`src/rtl/pwm_serializer.sv`:
```
// Free-running PWM generator: prescaler -> 0..99 step counter -> registered compare.
// The output goes high for duty_cycle percent of every 100 * DIV clock period.
module pwm_serializer #(
  parameter int PULSE_FREQ = 1,
  parameter int SYS_FREQ   = 100
) (
  input  logic       clk,
  input  logic       reset,
  input  logic [6:0] duty_cycle,
  output logic       signal
);

  localparam int DIV_RAW = SYS_FREQ / PULSE_FREQ;
  localparam int DIV     = (DIV_RAW < 1) ? 1 : DIV_RAW;
  localparam int PW      = (DIV > 1) ? $clog2(DIV) : 1;

  localparam logic [PW-1:0] PRE_MAX  = PW'(DIV - 1);
  localparam logic [6:0]    STEP_MAX = 7'd99;

  logic [PW-1:0] prescaler;
  logic [6:0]    step;
  logic          tick;

  assign tick = (prescaler == PRE_MAX);

  always_ff @(posedge clk or posedge reset) begin
    if (reset) begin
      prescaler <= '0;
    end else if (tick) begin
      prescaler <= '0;
    end else begin
      prescaler <= prescaler + 1'b1;
    end
  end

  always_ff @(posedge clk or posedge reset) begin
    if (reset) begin
      step <= '0;
    end else if (tick) begin
      step <= (step == STEP_MAX) ? 7'd0 : step + 7'd1;
    end
  end

  // duty_cycle is not latched per period, so a change lands on the very next edge.
  always_ff @(posedge clk or posedge reset) begin
    if (reset) begin
      signal <= 1'b0;
    end else begin
      signal <= ({1'b0, step} < {1'b0, duty_cycle});
    end
  end

endmodule

```
`config.mk`:
```
export PLATFORM = sky130hd
export DESIGN_NAME = pwm_serializer
export DESIGN_NICKNAME = d
export VERILOG_FILES = /design/src/rtl/pwm_serializer.sv
export SDC_FILE = /design/constraint.sdc
export NUM_CORES = 1
export LEC_CHECK = 0
export BUFFER_PORTS_ARGS = -buffer_cell sky130_fd_sc_hd__buf_2
export CAP_MARGIN = 30
export CORE_UTILIZATION = 43
export DETAILED_ROUTE_END_ITERATION = 12
export GPL_ROUTABILITY_DRIVEN = 0
export GPL_TIMING_DRIVEN = 0
export HOLD_SLACK_MARGIN = 0.02
export MAX_ROUTING_LAYER = met4
export SYNTH_ARGS = -nofsm -noshare
export SYNTH_HDL_FRONTEND = slang
export SYNTH_SLANG_ARGS = --single-unit
```
`constraint.sdc`:
```
create_clock -name clk -period 1.7 [get_ports clk]
set_input_delay 0.17 -clock clk [delete_from_list [all_inputs] [get_ports clk]]
set_output_delay 0.17 -clock clk [all_outputs]
set_load 0.01 [all_outputs]
```
==> results.sh <==
export IMPL_critPathSlowestCell="dfrtp_1"
export IMPL_cp_endpoint="step[2]"
export IMPL_nFillCells=189
export IMPL_num_vias=669
export IMPL_synth_xor_area_share=0.0499
export IMPL_synth_seq_cells=15
export IMPL_powerDensity_nw_per_um2=588
export IMPL_overflow=0
export IMPL_worst_ep_required_time_ps=1880
export IMPL_path_buf_inv=1
export IMPL_synth_top_area_cell="dfrtp_1"
export IMPL_top_layer="met4"
export IMPL_max_freq_mhz=627
export IMPL_wl_met2_um=747
export IMPL_wl_per_cell_um=12.5
export IMPL_start_util=0.482
export IMPL_grt_pass1_vias=596
export IMPL_grt_pass1_wl_um=2640
export IMPL_rr_endpoint="step[2]"
export IMPL_wl_met1_um=808
export IMPL_routed_via_density=5.23
export IMPL_critical_path_max_stage_delay_ps=480
export IMPL_r2r_start="prescaler[2]"
export IMPL_worst_path_max_fanout=7
export IMPL_h_tree_depth=1
export IMPL_synth_main_ff_cell="dfrtp_1"
export IMPL_fp_dieH_um=47.2
export IMPL_cts_tree="yes"
export IMPL_track_usage=0.181
export IMPL_worstMarginPinSlew_ps=584
export IMPL_ys_types=32
export IMPL_rsz0062_at_grt="no"
export IMPL_avgSynthCellArea_um2=9.87
export IMPL_path_clk_slew_ps=100
export IMPL_yosysSeqAreaShare=0.427
export IMPL_fin_nets=121
export IMPL_layout_cells_non_filler=128
export IMPL_power_leakage_nw=0.482
export IMPL_top_level_ports=10
export IMPL_synth_compound_area_share=0.110
export IMPL_max_slew_margin=0.610
export IMPL_die_w_um=47.2
export IMPL_synth_most_common_cell="dfrtp_1"
export IMPL_totalWireLength_um=1600
export IMPL_hpwlAfterDp_um=1180
export IMPL_crit_chain="nor4b_2 -> and3_1 -> buf_6 -> nand2_4 -> mux2_4"
export IMPL_ys_warn_count=0
export IMPL_worstSetupPathType="reg2reg"
export IMPL_dpl_cell_count=123
export IMPL_drt_iter0_markers=10
export IMPL_drive_above_1_share=0.194
export IMPL_setup_ws_ps=105
export IMPL_drv_cap=0
export IMPL_synth_async_reset_ratio=1.00
export IMPL_num_antenna_cells=0
export IMPL_synth_top_family_by_area="simple AND/OR/NAND/NOR gates"
export IMPL_cts_root_buf="clkbuf_4"
export IMPL_detail_route_antenna_nets=0
export IMPL_multi_input_area_um2=464
export IMPL_numCtsBuffers=3
export IMPL_synthTopCellsByCount="dfrtp_1, ha_1, nor2_1, inv_1, nand3_1"
export IMPL_met3_wirelength_um=27
export IMPL_synth_mux_area_frac=0.0299
export IMPL_critPathTopFamily="simple AND/OR/NAND/NOR gates"
export IMPL_register_area_um2=375
export IMPL_cp_num_cells=5
export IMPL_yosys_top_cells_area="dfrtp_1, ha_1, nand3_1"
export IMPL_synth_edf_count=0
export IMPL_hold_class="in2reg"
export IMPL_r2r_cells=5
export IMPL_hold_viol_final=0
export IMPL_setup_tns_ps=0
export IMPL_synth_area_um2=878
export IMPL_antenna_found_initial=0
export IMPL_fin_skew_ps=10.4
export IMPL_cts_max_path_buffers=2
export IMPL_r2r_setup_slack_ps=110
export IMPL_maxSlewViolCount=0
export IMPL_finalCritPeriodShare=0.938
export IMPL_core_area_um2=1820
export IMPL_syn_inst=89
export IMPL_synthAdderAreaFrac=0.114
export IMPL_peakVddDrop_mv=0.424
export IMPL_dr_pass1_iters=4
export IMPL_synth_simple_area_share=0.218
export IMPL_cp_end_kind="flip-flop"
export IMPL_synth_top_cell_area_share=0.427
export IMPL_clk_latency_ps=280
export IMPL_period_minus_slack_ps=1590
export IMPL_area_delta_synth_final_pct=13.7
export IMPL_grt_max_degree=16
export IMPL_dieArea_um2=2230
export IMPL_syn_nets=106
export IMPL_crit_arrival_ps=1770
export IMPL_crit_path_start="prescaler[2]"
export IMPL_status="finished clean"
export IMPL_drc=0
export IMPL_cts_sinks=15
export IMPL_port_buffers=9
export IMPL_whs_path_depth=5
export IMPL_place_ws_ps=46.8
export IMPL_rows=15
export IMPL_setup_viol=0
export IMPL_cp_start_kind="flip-flop"
## cell usage in the layout, fill, tap and decap left out, drive strengths merged
master / n
dfrtp: 15
buf: 10
nor2: 8
ha: 8
nand3: 7
inv: 7
a21oi: 6
nand2: 6
clkbuf: 5
xnor2: 4
o21ai: 4
nand4b: 2
mux2: 2
nor4b: 1
and3: 1
nand4: 1
nand2b: 1
nor4: 1
or2: 1
a31oi: 1
or3: 1
nor2b: 1
a21o: 1
o21a: 1
nand4bb: 1
and4: 1
o31a: 1
o211ai: 1
a22o: 1
xor2: 1
clkinv: 1
dlygate4sd3: 1
## flip-flops by register name (all words and copies together) (netlist names)
| signal | flops |
|---|---|
| prescaler | 7 |
| step | 7 |
| signal | 1 |
## worst min-delay path by stage
stage / start / end / slack, ps
2_1_floorplan: reset / prescaler[0] / 70
3_3_place_gp: reset / step[5] / 260
3_5_place_dp: reset / step[5] / 270
4_1_cts: duty_cycle[6] / signal / 340
5_1_grt: duty_cycle[6] / signal / 370
6_report: duty_cycle[6] / signal / 340
## metrics by stage
stage | power [mW] | util | hold WS, ps | instance area [um^2]
3_3_place_gp | 0.390 | 0.524 | 262 | 955
4_1_cts | 0.607 | 0.545 | 343 | 992
5_1_grt | 0.623 | 0.548 | 367 | 998
2_1_floorplan | 0.379 | - | 71.5 | 878
6_report | 0.587 | 0.548 | 344 | 998
3_5_place_dp | 0.392 | 0.524 | 267 | 955
## layer usage
| layer | track usage | up-vias |
|---|---|---|
| li1 | - | 339 |
| met1 | 0.238 | 320 |
| met2 | 0.258 | 8 |
| met3 | 0.0346 | 2 |
| met4 | 0.103 | 0 |
| met5 | - | - |
## timing repair
item                                    in CTS  in global routing
endpoints found under the hold margin       15                  0
resized for setup                            0                  1
hold buffers                                 1                  0
endpoints found under the setup margin       0                  4
setup buffers                                0                  0
## worst register-to-register path, cell delays in order (launching register included)
cell and delay [ps]:
dfrtp_1 480, nor4b_2 330, and3_1 200, buf_6 130
nand2_4 50, mux2_4 290
## power by group
part           internal [mW]  leakage (nW)  switching, mW
clock                 0.0873        0.0177          0.114
sequential             0.357         0.190      0.0000254
combinational         0.0130         0.274         0.0155
total                  0.457         0.482          0.130
## area by class of cell
type,count,area share
Tap cell,25,0.0313
Clock inverter,1,0.00501
Inverter,7,0.0263
Sequential cell,15,0.376
Clock buffer,3,0.0226
Buffer,3,0.0188
Multi-Input combinational cell,64,0.465
Timing Repair Buffer,10,0.0551
## kinds of logic (layout without fill, tap and decap cells)
family                     after synthesis  after routing
AOI/OAI and AO/OA                       16             16
xor gates and xnor gates                 5              5
adders and majority gates                8              8
buffers and inverters                   10             24
DFF                                     15             15
muxes                                    2              2
and+or+nand+nor                         33             33
Note: power is estimated with default switching activity, not from simulation.
